$ cat src/rtl/mips_pkg.sv
// Shared MIPS pipeline definitions: NOP encoding, PC step, opcode field
// position, fetch FSM states and the IF/ID entry layout.
package mips_pkg;

  localparam logic [31:0] NOP_INSTR  = 32'h0000_0000;
  localparam logic [31:0] PC_STEP    = 32'd4;
  localparam int          OPCODE_MSB = 31;
  localparam int          OPCODE_LSB = 26;

  typedef enum logic [1:0] {
    BOOT    = 2'd0,
    FETCH   = 2'd1,
    BLOCKED = 2'd2
  } fetch_state_e;

  typedef struct packed {
    logic        valid;
    logic [31:0] instr;
    logic [31:0] pc4;
  } ifid_entry_t;

  // An empty slot always shows a NOP so a missed valid gate stays harmless.
  localparam ifid_entry_t IFID_EMPTY = '{valid: 1'b0, instr: NOP_INSTR, pc4: 32'h0};

  // Instruction addresses are word aligned; the two low bits are dropped.
  function automatic logic [31:0] align_word(input logic [31:0] addr);
    return addr & ~32'h0000_0003;
  endfunction

endpackage

$ cat src/rtl/if_fetch_stage_if.sv
// Instruction-memory fetch bus: address/request from the fetch stage,
// ready/read data back from memory (data valid in the accepting cycle).
interface if_fetch_stage_if;

  logic [31:0] imem_addr;
  logic        imem_req;
  logic        imem_ready;
  logic [31:0] imem_rdata;

  modport master (
    output imem_addr,
    output imem_req,
    input  imem_ready,
    input  imem_rdata
  );

  modport slave (
    input  imem_addr,
    input  imem_req,
    output imem_ready,
    output imem_rdata
  );

endinterface

$ cat src/rtl/if_skid_buf.sv
// One-entry skid buffer holding a fetched {valid, instr, pc4} while the
// IF/ID register is stalled. Used only when IF_SKID_EN is defined.
module if_skid_buf
  import mips_pkg::*;
(
  input  logic        clk,
  input  logic        rst,
  input  logic        load,
  input  logic        drain,
  input  logic        clear,
  input  ifid_entry_t din,
  output ifid_entry_t dout,
  output logic        full
);

  ifid_entry_t entry;

  // Capture a word on load; empty on drain, clear (redirect) or reset.
  always_ff @(posedge clk) begin
    if (rst || clear) begin
      entry <= IFID_EMPTY;
    end else if (load) begin
      entry <= din;
    end else if (drain) begin
      entry <= IFID_EMPTY;
    end
  end

  assign dout = entry;
  assign full = entry.valid;

endmodule

$ cat src/rtl/if_fetch_stage.sv
// MIPS instruction-fetch stage: owns the PC, fetches words over the imem
// req/ready bus and loads the IF/ID register. Redirects flush and refetch,
// stalls hold IF/ID and PC.
// Build option: define IF_SKID_EN to add a one-entry skid buffer that keeps
// fetching through a stall and resumes without a bubble.
module if_fetch_stage
  import mips_pkg::*;
#(
  parameter logic [31:0] PC_RESET = 32'h0000_0000
) (
  input  logic                   clk,
  input  logic                   rst,
  if_fetch_stage_if.master       imem,
  input  logic                   stall,
  input  logic                   redirect,
  input  logic [31:0]            redirect_pc,
  output logic                   ifid_valid,
  output logic [31:0]            ifid_instr,
  output logic [31:0]            ifid_pc4,
  output logic [5:0]             ifid_opcode
);

  fetch_state_e state_q;
  fetch_state_e state_d;
  logic [31:0]  pc_q;
  logic [31:0]  pc_d;
  ifid_entry_t  ifid_q;
  ifid_entry_t  ifid_d;
  ifid_entry_t  fetched;
  logic         req;
  logic         accept;

`ifdef IF_SKID_EN
  logic         skid_load;
  logic         skid_drain;
  logic         skid_clear;
  logic         skid_full;
  ifid_entry_t  skid_out;

  if_skid_buf u_skid (
    .clk   (clk),
    .rst   (rst),
    .load  (skid_load),
    .drain (skid_drain),
    .clear (skid_clear),
    .din   (fetched),
    .dout  (skid_out),
    .full  (skid_full)
  );
`endif

  assign fetched = '{valid: 1'b1, instr: imem.imem_rdata, pc4: pc_q + PC_STEP};
  assign accept  = req & imem.imem_ready;

  // Fetch FSM state register; reset forces BOOT.
  always_ff @(posedge clk) begin
    if (rst) begin
      state_q <= BOOT;
    end else begin
      state_q <= state_d;
    end
  end

  // Next state: redirect wins over stall, BLOCKED only once nothing more fits.
  always_comb begin
    state_d = state_q;
    case (state_q)
      BOOT: begin
        state_d = FETCH;
      end
      FETCH: begin
        if (redirect) begin
          state_d = FETCH;
        end else if (stall) begin
`ifdef IF_SKID_EN
          if (accept || skid_full) begin
            state_d = BLOCKED;
          end
`else
          if (ifid_q.valid) begin
            state_d = BLOCKED;
          end
`endif
        end
      end
      BLOCKED: begin
        if (redirect || !stall) begin
          state_d = FETCH;
        end
      end
      default: begin
        state_d = BOOT;
      end
    endcase
  end

  // Request only while fetching and the accepted word has somewhere to go.
  always_comb begin
    req = 1'b0;
    if (state_q == FETCH) begin
`ifdef IF_SKID_EN
      req = !skid_full;
`else
      req = !(stall && ifid_q.valid);
`endif
    end
  end

  // Choose next PC and IF/ID contents (and skid control) for this cycle.
  always_comb begin
    pc_d   = pc_q;
    ifid_d = ifid_q;
`ifdef IF_SKID_EN
    skid_load  = 1'b0;
    skid_drain = 1'b0;
    skid_clear = 1'b0;
`endif
    if (state_q == BOOT) begin
      pc_d = pc_q;
    end else if (redirect) begin
      pc_d   = align_word(redirect_pc);
      ifid_d = IFID_EMPTY;
`ifdef IF_SKID_EN
      skid_clear = 1'b1;
`endif
    end else if (state_q == BLOCKED) begin
      if (!stall) begin
`ifdef IF_SKID_EN
        if (skid_full) begin
          ifid_d     = skid_out;
          skid_drain = 1'b1;
        end else begin
          ifid_d = IFID_EMPTY;
        end
`else
        ifid_d = IFID_EMPTY;
`endif
      end
    end else begin
      if (!stall) begin
`ifdef IF_SKID_EN
        if (skid_full) begin
          ifid_d     = skid_out;
          skid_drain = 1'b1;
        end else if (accept) begin
          ifid_d = fetched;
          pc_d   = pc_q + PC_STEP;
        end else begin
          ifid_d = IFID_EMPTY;
        end
`else
        if (accept) begin
          ifid_d = fetched;
          pc_d   = pc_q + PC_STEP;
        end else begin
          ifid_d = IFID_EMPTY;
        end
`endif
      end else begin
`ifdef IF_SKID_EN
        if (accept) begin
          skid_load = 1'b1;
          pc_d      = pc_q + PC_STEP;
        end
`else
        pc_d = pc_q;
`endif
      end
    end
  end

  // PC and IF/ID registers; reset loads PC_RESET and an empty IF/ID.
  always_ff @(posedge clk) begin
    if (rst) begin
      pc_q   <= PC_RESET;
      ifid_q <= IFID_EMPTY;
    end else begin
      pc_q   <= pc_d;
      ifid_q <= ifid_d;
    end
  end

  assign imem.imem_addr = pc_q;
  assign imem.imem_req  = req;
  assign ifid_valid     = ifid_q.valid;
  assign ifid_instr     = ifid_q.instr;
  assign ifid_pc4       = ifid_q.pc4;
  assign ifid_opcode    = ifid_q.instr[OPCODE_MSB:OPCODE_LSB];

endmodule

$ cat src/flat_wrapper.sv
// flat-port wrapper written by rule: the top's interface ports become plain ports
module if_fetch_stage_flat import mips_pkg::*;
#(
  parameter logic [31:0] PC_RESET = 32'h0000_0000
)
  (clk, rst, stall, redirect, redirect_pc, ifid_valid, ifid_instr, ifid_pc4, ifid_opcode, imem_imem_addr, imem_imem_req, imem_imem_ready, imem_imem_rdata);
  if_fetch_stage_if imem_i ();
  input  logic clk;
  input  logic rst;
  input  logic stall;
  input  logic redirect;
  input  logic [31:0] redirect_pc;
  output logic ifid_valid;
  output logic [31:0] ifid_instr;
  output logic [31:0] ifid_pc4;
  output logic [5:0] ifid_opcode;
  output wire logic [$bits(imem_i.imem_addr)-1:0] imem_imem_addr;
  output wire logic [$bits(imem_i.imem_req)-1:0] imem_imem_req;
  input wire logic [$bits(imem_i.imem_ready)-1:0] imem_imem_ready;
  input wire logic [$bits(imem_i.imem_rdata)-1:0] imem_imem_rdata;
  assign imem_imem_addr = imem_i.imem_addr;
  assign imem_imem_req = imem_i.imem_req;
  assign imem_i.imem_ready = imem_imem_ready;
  assign imem_i.imem_rdata = imem_imem_rdata;
  if_fetch_stage #(.PC_RESET(PC_RESET)) u_core (.clk(clk), .rst(rst), .imem(imem_i), .stall(stall), .redirect(redirect), .redirect_pc(redirect_pc), .ifid_valid(ifid_valid), .ifid_instr(ifid_instr), .ifid_pc4(ifid_pc4), .ifid_opcode(ifid_opcode));
endmodule
$ cat config.mk
export PLATFORM = sky130hd
export DESIGN_NAME = if_fetch_stage_flat
export DESIGN_NICKNAME = d
export VERILOG_FILES = /design/src/rtl/mips_pkg.sv /design/src/rtl/if_fetch_stage_if.sv /design/src/rtl/if_skid_buf.sv /design/src/rtl/if_fetch_stage.sv /design/src/flat_wrapper.sv
export SDC_FILE = /design/constraint.sdc
export NUM_CORES = 1
export LEC_CHECK = 0
export ABC_AREA = 0
export BUFFER_PORTS_ARGS = -buffer_cell sky130_fd_sc_hd__clkbuf_2
export CORE_MARGIN = 2
export CORE_UTILIZATION = 50
export DETAILED_ROUTE_END_ITERATION = 7
export PLACE_DENSITY = 0.85
export SLEW_MARGIN = 20
export SYNTH_ARGS = -nofsm -noshare
export SYNTH_HDL_FRONTEND = slang
export SYNTH_SLANG_ARGS = --single-unit
$ cat constraint.sdc
create_clock -name clk -period 3.2 [get_ports clk]
set_clock_uncertainty 0.05 [all_clocks]
set_input_delay 0.64 -clock clk [delete_from_list [all_inputs] [get_ports clk]]
set_output_delay 0.64 -clock clk [all_outputs]
set_load 0.03 [all_outputs]
# Yosys cells after proc, flatten, opt, wreduce, memory -nomap -nowiden

Cells that the tools add are included.

$add $sub $neg: 1
Equal/unequal tests: 7
Mux-type cells: 15
Bitwise operators: 2
Reductions and logical operators: 9

Operators with widths:

| kind                    | count |
|---|---|
| $mux W65                | 5 |
| $mux W32                | 4 |
| $add A32 B3 Y32 const B | 1 |
| $mux W2                 | 4 |
| $pmux W2 S3             | 1 |
| $ne A2 B1 Y1 const B    | 2 |
| $reduce_and A4 Y1       | 1 |
| $ne A3 B2 Y1 const B    | 1 |
| $ne A3 B3 Y1 const B    | 1 |
| $reduce_and A3 Y1       | 1 |
| $eq A2 B1 Y1 const B    | 1 |
| $eq A2 B2 Y1 const B    | 1 |
| $logic_not A1 Y1        | 2 |
| $logic_not A2 Y1        | 1 |
| $ne A2 B2 Y1 const B    | 1 |
| $reduce_and A2 Y1       | 1 |
| $reduce_bool A2 Y1      | 1 |
| $and A1 B1 Y1           | 1 |
| $logic_and A1 B1 Y1     | 1 |
| $logic_or A1 B1 Y1      | 1 |
| $mux W1                 | 1 |
| $not A1 Y1              | 1 |

Register bits after elaboration: 99
Bits of input ports: 69
Output and inout bits: 104
Word-level logic and storage cells: 39

# Longest topological paths before layout

Gate-level depths: netlist (run 1).

Depth after elaboration: 8
Mapped depth: 7
Depth with buffers taken out: 6

# Least setup slack after synthesis (run 1)

No wires, ideal clock.

Path type: register to register
Start: register u_core.pc_q[2], in the netlist u_core.imem.imem_addr[2]
End: register u_core.pc_q[24], in the netlist u_core.imem.imem_addr[24]
Arrival time: 2186 ps
Required time: 3076 ps
Path slack: 890 ps
Cell stages (with the launch flop): 8
Buffers on the path: 1
Clock period less this slack: 2310 ps
Cell sequence: dfxtp_1 -> ha_1 -> nand3_2 -> nor3_4 -> buf_4 -> nand4_2 -> or4_1 -> a31oi_1

Longest elaborated chain between the ends: 5

RTL lines:

| what                   | line                  | RTL |
|---|---|---|
| from (decl)            | if_fetch_stage.sv:25  | `logic [31:0] pc_q;` |
| from (signal assigned) | if_fetch_stage.sv:178 | `pc_q <= pc_d;` |
| $add A32 B3 Y32        | if_fetch_stage.sv:154 | `pc_d = pc_q + PC_STEP;` |
| $mux W32               | if_fetch_stage.sv:152 | `if (accept) begin` |
| $mux W32               | if_fetch_stage.sv:140 | `if (!stall) begin` |
| $mux W32               | if_fetch_stage.sv:126 | `end else if (state_q == BLOCKED) begin` |
| $mux W32               | if_fetch_stage.sv:120 | `end else if (redirect) begin` |

No other way between the ends. The select of a mux whose other input is x is not followed.
A chain may end at the register's enable or synchronous reset.

# Worst setup path in the final report (run 1)

Same ends and word-level chain as after synthesis.

==> flow_summary_export.csv, run 1 <==
group,metric,value,unit
critical_path,worstPathArrival,2780,ps
critical_path,crit_type,"flip-flop to flip-flop",
place,port_buffers,168,
route,drcViolationCount,0,
sta,finalSetupViolations,0,
sta,slew_headroom,0.481,
cells_and_area,area_growth,22.2,%
critical_path,worstPathMaxFanout,11,
yosys,synth_cells,540,
pwr,p_leak,2.39,nW
min_path,whs_path_depth,2,
clock_tree,cts_setup_buffers,0,
route,first_pass_iters,6,
outcome,status,"completed",
route,detail-route-antenna-nets,0,
critical_path,rr_startpoint,"u_core.imem.imem_addr[2]",
critical_path,r2r_cells,6,
clock_tree,cts_tree,"yes",
clock_tree,cts.sinks,96,
place,globalplace.congestion,0.839,
critical_path,crit_slowest_cell,"nor3_4",
floorplanning,dieHeight,99.2,um
yosys,synth_enable_flop_cells,0,
yosys,netlist_area,4530,um2
critical_path,path_delay_family,"simple AND/OR/NAND/NOR gates",
yosys,syn_area_per_cell,8.39,um2
clock_tree,numCtsBuffers,9,
floorplanning,initial_core_util,0.517,
clock_tree,cts_root_buffer,"clkbuf_8",
grt,antenna_found_initial,0,
sta,worst_slew_pin_slew,779,ps
grt,overflow,0,
place,detailed_place_hpwl,8.71,mm
sta,fin_ws,647,ps
min_path,min_to,"u_core.ifid_pc4[17]",
critical_path,required,3430,ps
grt,grt_pass1_vias,4143,
yosys,ys_async_sr_fraction,0,
critical_path,cp-start-kind,"flip-flop",
sta,finalSetupTns,0,ps
pwr,pwr_density_cell,420,nW/um2
yosys,synth_top_area_share,0.424,
cells_and_area,drive_above_1_share,0.301,
floorplanning,dieWidth,99.2,um
clock_tree,hold_buffers,0,
critical_path,crit_path_end_kind,"flip-flop",
cells_and_area,antenna_cells,0,
grt,grtUsageTotal,0.250,
place,pre_cts_slack,667,ps
yosys,ys_types,50,
clock_tree,clock_latency,360,ps
pwr,vdd_drop_max,0.210,mV
yosys,synth_warnings,0,
yosys,synth_area_leader_cell,"dfxtp_1",
sta,hold_viol,0,
sta,grt_setup_unrepaired,"no",
critical_path,crit_chain,"ha_1 > nand3_2 > nor3_4 > nand4_2 > or4_1 > a31oi_1",
sta,fmax,392,MHz
floorplanning,die_area,9830,um2
min_path,min_from,"u_core.ifid_pc4[17]",
sta,drv_slew,0,
critical_path,rrSetupSlack,650,ps
clock_tree,clock_path_buffers,2,
cells_and_area,n_fill_cell,776,
yosys,yosys-top-cells-area,"dfxtp_1 (42%), a22oi_1 (7.8%), nor2_1 (6.1%)",
floorplanning,rows,34,
route,drt-total-wl,12.4,mm
route,num_vias,4511,
sta,period_share,0.798,
cells_and_area,nNetsFinal,745,
floorplanning,num_io_pins,173,
critical_path,worstReg2RegEnd,"u_core.imem.imem_addr[24]",
yosys,ys_seq_area_frac,0.424,
grt,grt_max_degree,77,
yosys,synthFlopType,"dfxtp_1",
sta,period_minus_slack,2550,ps
grt,grt_pass1_wl,20.2,mm
route,vias_per_cell,5.72,
clock_tree,path_clk_slew,90,ps
clock_tree,cts_resized,0,
critical_path,cp_num_buf_inv,0,
yosys,synth_seq_cells,96,
min_path,min_path_type,"flip-flop to flip-flop",
route,drt-initial-drc-count,254,
job,maxCapViolCount,0,
critical_path,max_stage_delay,580,ps
floorplanning,core-area,8760,um2
clock_tree,h-tree-depth,3,
route,routedWlPerCell,15.7,um
==> cell type report <==
cell class              instances  area (um2)  share of cell area
clock buffers                  10         128              0.0231
clock inverters                 6        45.0             0.00814
inverters                       2        7.51             0.00136
multi-input cells             388        2360               0.427
flip-flops and latches         96        1920               0.347
well taps                     108         135              0.0244
repair buffers                178         933               0.169
==> cell families (layout without fill, tap and decap cells) <==
family	Yosys count	count (layout)	share of synthesized area
AND/OR/NAND/NOR	205	205	0.235
XOR/XNOR	28	28	0.0542
adder cells (fa/ha/maj)	1	1	0.00276
multiplexers	4	4	0.00939
flip-flops	96	96	0.424
buffers and inverters	57	196	0.0591
AO/OA/AOI/OAI	148	148	0.214
other	1	2	0.000828
==> cell usage in the layout, fill, tap and decap left out, types with 6 or more instances in the layout <==
cell type,synthesis,final
dfxtp_1,96,96
xnor2_1,11,11
nand3b_1,7,7
nor3_1,9,9
a31oi_1,11,11
clkbuf_8,0,9
nand2b_1,7,7
nand4_1,11,11
nand2_1,42,42
and3_1,15,15
clkbuf_2,0,168
nor2_1,74,73
buf_4,11,8
a21oi_1,21,21
a22oi_1,47,47
a22o_1,6,6
xor2_1,17,17
nand3_1,19,19
o21ai_0,34,34
==> worst register-to-register path, cell delays in order (launching register included) <==
cell     delay [ps]
dfxtp_1         470
ha_1            360
nand3_2         210
nor3_4          580
nand4_2         210
or4_1           440
a31oi_1         160
==> cells in the mapped netlist (all sizes together) (2+ instances only) <==
master  number
nor4         3
dfxtp       96
nand4       14
a22oi       47
and2         2
o41ai        2
inv          2
nand2       42
mux2         2
nor3b        2
o311ai       3
a32oi        2
a211oi       3
nand3       21
o21ai       38
and4         3
a21oi       21
nand2b       7
clkbuf      38
mux2i        2
buf         17
a21o         2
a22o         6
or4          4
o22ai        3
and3        15
a311o        2
o211ai       4
nor3        10
a31oi       11
nand3b       7
nor2        74
xnor2       11
xor2        17
==> routing by layer <==
layer	global-route usage	routed length, um	up-vias
li1	-	-	2197
met1	0.321	5100	2077
met2	0.422	5890	217
met3	0.0492	1160	20
met4	0.0885	209	0
met5	0	0	-
==> stage by stage <==
stage	total power [mW]	cell area (um2)	utilization	instances	hold slack (ps)
finish	2.32	5530	0.631	788	407
global placement	1.62	5330	0.608	770	384
CTS	2.33	5500	0.628	787	416
global route	2.41	5530	0.631	788	440
detailed placement	1.63	5330	0.608	771	395
floorplan	1.51	4530	-	541	520
==> worst max path at each step <==
stage | endpoint | from | cells past startpoint
after floorplan | u_core.imem.imem_addr[24] | u_core.imem.imem_addr[2] | 7
after global placement | u_core.imem.imem_addr[2] | imem_imem_ready | 7
after detailed placement | u_core.ifid_pc4[29] | redirect | 6
after CTS | u_core.imem.imem_addr[24] | u_core.imem.imem_addr[2] | 6
after global routing | u_core.imem.imem_addr[26] | u_core.imem.imem_addr[2] | 6
final | u_core.imem.imem_addr[24] | u_core.imem.imem_addr[2] | 6
==> registers in the layout, indices dropped and copies added (netlist names) <==
signal / flops
u_core.ifid_instr: 32
u_core.ifid_pc4: 31
u_core.imem.imem_addr: 30
u_core.state_q: 2
u_core.ifid_valid: 1
==> where the power goes <==
part | switching (mW) | internal (mW) | total, mW
registers | 0.0519 | 1.23 | 1.28
logic | 0.210 | 0.121 | 0.330
clock network | 0.429 | 0.286 | 0.715
total | 0.691 | 1.63 | 2.32
(Power assumes the default switching activity.)
==> run 2: changes to the inputs <==
CORE_UTILIZATION = 44   (was 50)
PLACE_DENSITY = 0.8   (was 0.85)
clock period = 2.28 ns   (was 3.2 ns; I/O delays follow)
==> run 2 against run 1 <==
Effect of this change:
- cell area up 4.0%
- global-route usage down 2.5 points
- via count grew 0.80%
- critical path type unchanged
- sequential power up 40%
==> flow_summary_export.csv, run 2 (synthesized netlist as in run 1, its figures left out) <==
group,metric,value,unit
critical_path,crit_slowest_cell,"or4_1",
pwr,vdd_drop_max,0.357,mV
cells_and_area,drive_above_1_share,0.322,
outcome,status,"completed",
grt,overflow,0,
sta,grt_setup_unrepaired,"no",
sta,drv_slew,0,
cells_and_area,antenna_cells,0,
route,drt-total-wl,12.7,mm
critical_path,rrSetupSlack,170,ps
critical_path,crit_end,"u_core.imem.imem_addr[26]",
critical_path,crit_path_end_kind,"flip-flop",
critical_path,cp_num_buf_inv,0,
grt,grt_max_degree,77,
pwr,p_leak,2.50,nW
critical_path,worstReg2RegEnd,"u_core.imem.imem_addr[26]",
clock_tree,cts_setup_buffers,0,
sta,period_share,0.926,
pwr,finalPower,3.52,mW
route,num_vias,4547,
floorplanning,core-area,10100,um2
clock_tree,h-tree-depth,3,
critical_path,rr_startpoint,"u_core.imem.imem_addr[7]",
floorplanning,initial_core_util,0.447,
clock_tree,numCtsBuffers,9,
cells_and_area,area_growth,27.1,%
cells_and_area,largest_reg_flops,32,
cells_and_area,design_area,5750,um2
grt,grt_pass1_vias,4167,
clock_tree,cts_tree,"yes",
cells_and_area,n_fill_cell,910,
route,detail-route-antenna-nets,0,
critical_path,required,2550,ps
place,globalplace.congestion,0.874,
route,routedWlPerCell,15.3,um
sta,period_minus_slack,2110,ps
cells_and_area,nNetsFinal,758,
critical_path,worstPathMaxFanout,12,
critical_path,cpMostUsedCell,"nand4_4",
pwr,pwr_density_cell,613,nW/um2
cells_and_area,final_common_cell,"clkbuf_2",
route,drcViolationCount,0,
job,maxCapViolCount,0,
floorplanning,die_area,11100,um2
critical_path,crit_type,"flip-flop to flip-flop",
critical_path,path_delay_family,"simple AND/OR/NAND/NOR gates",
route,drt-initial-drc-count,184,
sta,slew_headroom,0.552,
cells_and_area,mostFrequentLayoutCells,"clkbuf_2 (168), dfxtp_1 (93), nor2_1 (73), a22oi_1 (47), nand2_1 (42)",
place,place_area,5530,um2
clock_tree,cts_resized,0,
floorplanning,dieWidth,105,um
critical_path,cp.depth,5,
clock_tree,hold_buffers,0,
critical_path,worstPathArrival,2380,ps
critical_path,cp-start-kind,"flip-flop",
critical_path,r2r_cells,5,
route,vias_per_cell,5.48,
cells_and_area,fin_cells,829,
critical_path,max_stage_delay,480,ps
place,port_buffers,168,
min_path,min_path_type,"input pin to flip-flop",
cells_and_area,utilization,0.567,
critical_path,cp-startpoint,"u_core.imem.imem_addr[7]",
sta,fmax,474,MHz
sta,finalSetupTns,0,ps
clock_tree,cts_root_buffer,"clkbuf_8",
clock_tree,cts.sinks,96,
critical_path,crit_chain,"nand4_4 > nor3_4 > nand4_4 > or4_1 > a31oi_1",
sta,worst_slew_pin_slew,665,ps
clock_tree,clock_path_buffers,2,
route,first_pass_iters,5,
floorplanning,dieHeight,105,um
sta,hold_viol,0,
floorplanning,rows,37,
grt,grt_pass1_wl,20.2,mm
sta,finalSetupViolations,0,
place,dp_cells,813,
clock_tree,path_clk_slew,100,ps
place,detailed_place_hpwl,8.89,mm
clock_tree,clock_latency,380,ps
floorplanning,num_io_pins,173,
grt,antenna_found_initial,0,
grt,grtUsageTotal,0.225,
-- run 2: cell count changes in the layout (fill, tap and decap cells not counted), sizes merged --
cell      previous run  this run
clkinvlp             3         1
bufinv               0         2
buf                 10        23
clkbuf             178       177
clkinv               2         3
-- run 2: per-stage QoR --
stage                     worst slack, ps  hold slack (ps)
after floorplan                      94.9              520
after global routing                 37.0              260
after global placement                210              381
after detailed placement              191              395
after CTS                             155              253
final                                 169              267
-- run 2: tightest hold or removal path, cell delays in order --
cell and delay, ps:
clkbuf_2 80, nand3_1 70, a21oi_1 60
-- run 2: worst min path at each step --
stage / from / endpoint / slack (ps) / cells past startpoint
6_report: redirect_pc[2] / u_core.imem.imem_addr[2] / 270 / 3
5_1_grt: redirect_pc[2] / u_core.imem.imem_addr[2] / 260 / 3
4_1_cts: redirect_pc[2] / u_core.imem.imem_addr[2] / 250 / 3
3_3_place_gp: u_core.ifid_pc4[18] / u_core.ifid_pc4[18] / 380 / 2
3_5_place_dp: u_core.ifid_pc4[21] / u_core.ifid_pc4[21] / 390 / 2
2_1_floorplan: u_core.ifid_pc4[31] / u_core.ifid_pc4[31] / 520 / 2
-- run 2: power breakdown --
group	internal [mW]	leakage (nW)	switching, mW	total (mW)
clock network	0.620	0.110	0.634	1.25
logic	0.181	1.61	0.304	0.485
registers	1.72	0.779	0.0655	1.79
total	2.52	2.50	1.00	3.52
-- run 2: area by class of cell --
cell class	instances	area, um2	share of cell area
Timing Repair Buffer	191	1060	0.185
Inverter	2	7.51	0.00130
Multi-Input combinational cell	388	2370	0.411
Clock buffer	9	124	0.0215
Tap cell	136	170	0.0296
Clock inverter	7	95.1	0.0165
Sequential cell	96	1930	0.335
-- run 2: routing by layer --
layer / GRT usage / vias to the layer above / share of wire
li1: - / 2233 / -
met1: 0.296 / 2083 / 0.43
met2: 0.356 / 212 / 0.47
met3: 0.0495 / 19 / 0.086
met4: 0.0962 / 0 / 0.020
met5: 0 / - / 0
==> run 3: changes to the inputs <==
CORE_UTILIZATION = 46   (was 44)
CTS_BUF_LIST = sky130_fd_sc_hd__clkbuf_8   (was not set)
PLACE_DENSITY = 0.83   (was 0.8)
==> run 3 against run 2 <==
Effect of this change:
- clock power decreased by 14%
- sequential cell count unchanged
- maximum frequency decreased by 0.12%
- cell count increased by 0.24%
- global-route usage increased by 1.7 points
- routed wire length increased by 2.8%
- worst setup slack got worse by 2.6 ps
- critical path depth unchanged
- largest cell class unchanged
==> flow_summary_export.csv, run 3 (synthesized netlist as in run 1, its figures left out) <==
group,metric,value,unit
sta,slew_headroom,0.528,
route,routedWlPerCell,15.7,um
cells_and_area,final_common_cell,"clkbuf_2",
pwr,vdd_drop_max,0.357,mV
place,globalplace.congestion,0.870,
grt,antenna_found_initial,0,
min_path,whs_path_depth,3,
sta,fmax,473,MHz
sta,fin_ws,166,ps
cells_and_area,antenna_cells,0,
critical_path,crit_path_end_kind,"flip-flop",
critical_path,r2r_cells,5,
sta,hold_viol,0,
clock_tree,numCtsBuffers,9,
floorplanning,dieHeight,103,um
floorplanning,num_io_pins,173,
job,maxCapViolCount,0,
route,drcViolationCount,0,
clock_tree,cts_resized,0,
clock_tree,h-tree-depth,3,
cells_and_area,area_growth,26.9,%
min_path,min_path_type,"input pin to flip-flop",
route,detail-route-antenna-nets,0,
grt,grt_max_degree,64,
sta,grt_setup_unrepaired,"no",
critical_path,cp-start-kind,"flip-flop",
clock_tree,path_clk_slew,90,ps
cells_and_area,drive_above_1_share,0.325,
place,pre_cts_slack,221,ps
route,first_pass_iters,5,
cells_and_area,nNetsFinal,763,
grt,grt_pass1_wl,20.4,mm
place,detailed_place_hpwl,9.48,mm
cells_and_area,multi_input_area,2370,um2
cells_and_area,mostFrequentLayoutCells,"clkbuf_2 (168), dfxtp_1 (94), nor2_1 (73), a22oi_1 (47), nand2_1 (42)",
critical_path,worstPathMaxFanout,9,
cells_and_area,n_fill_cell,861,
clock_tree,cts_root_buffer,"clkbuf_8",
pwr,p_leak,2.50,nW
cells_and_area,seqCellArea,1920,um2
clock_tree,clock_latency,360,ps
critical_path,crit_type,"flip-flop to flip-flop",
sta,finalSetupTns,0,ps
sta,finalSetupViolations,0,
clock_tree,cts.sinks,96,
cells_and_area,largest_reg_flops,32,
route,vias_per_cell,5.64,
sta,period_minus_slack,2110,ps
floorplanning,core-area,9680,um2
critical_path,worstPathArrival,2360,ps
sta,drv_slew,0,
grt,grt_pass1_vias,4334,
floorplanning,rows,36,
outcome,status,"completed",
route,drt-total-wl,13.0,mm
floorplanning,initial_core_util,0.468,
sta,worst_slew_pin_slew,702,ps
place,port_buffers,168,
pwr,pwr_density_cell,584,nW/um2
route,num_vias,4689,
floorplanning,die_area,10700,um2
route,drt-initial-drc-count,216,
clock_tree,cts_tree,"yes",
grt,overflow,0,
floorplanning,dieWidth,103,um
clock_tree,hold_buffers,0,
sta,period_share,0.927,
critical_path,required,2520,ps
clock_tree,cts_setup_buffers,0,
clock_tree,clock_path_buffers,2,
grt,grtUsageTotal,0.242,
-- run 3: path summary, 6_finish.rpt --
| kind | from | slack [ps] | to |
|---|---|---|---|
| max | u_core.imem.imem_addr[19] | 170 | u_core.imem.imem_addr[26] |
| max reg2reg | u_core.imem.imem_addr[19] | 170 | u_core.imem.imem_addr[26] |
| min reg2reg | u_core.ifid_pc4[18] | 400 | u_core.ifid_pc4[18] |
| min | imem_imem_rdata[23] | 290 | u_core.ifid_instr[23] |
-- run 3: power breakdown --
group | leakage (nW) | internal, mW | switching [mW] | total [mW]
clock | 0.0906 | 0.484 | 0.593 | 1.08
combinational | 1.63 | 0.184 | 0.315 | 0.499
sequential | 0.779 | 1.72 | 0.0606 | 1.78
total | 2.50 | 2.39 | 0.968 | 3.36
-- run 3: final cells by class --
type | instances | share of cell area
repair buffers | 196 | 0.189
clock buffers | 12 | 0.0287
clock inverters | 4 | 0.00479
well taps | 133 | 0.0290
inverters | 2 | 0.00131
multi-input cells | 388 | 0.412
flip-flops and latches | 96 | 0.335
-- run 3: critical path, cell delays in order (launching register included) --
cell and delay [ps]:
dfxtp_1 470, and3_1 220, and4_1 490, nand4_4 160, or4_1 490, a31oi_1 170
-- run 3: through the flow --
step	area [um2]	cells	total power, mW	hold WS (ps)	util
detailed placement	5550	815	2.32	387	0.574
finish	5750	831	3.36	289	0.593
floorplan	4530	541	2.12	520	-
global route	5750	831	3.50	287	0.593
CTS	5750	831	3.37	278	0.593
global placement	5550	815	2.30	383	0.574
-- run 3: per-layer routing --
metal | vias to the layer above | global-route usage | part of all wire
met5 | - | 0 | 0
met4 | 0 | 0.0688 | 0.014
met3 | 19 | 0.0612 | 0.085
met2 | 235 | 0.427 | 0.50
met1 | 2195 | 0.294 | 0.40
li1 | 2240 | - | -
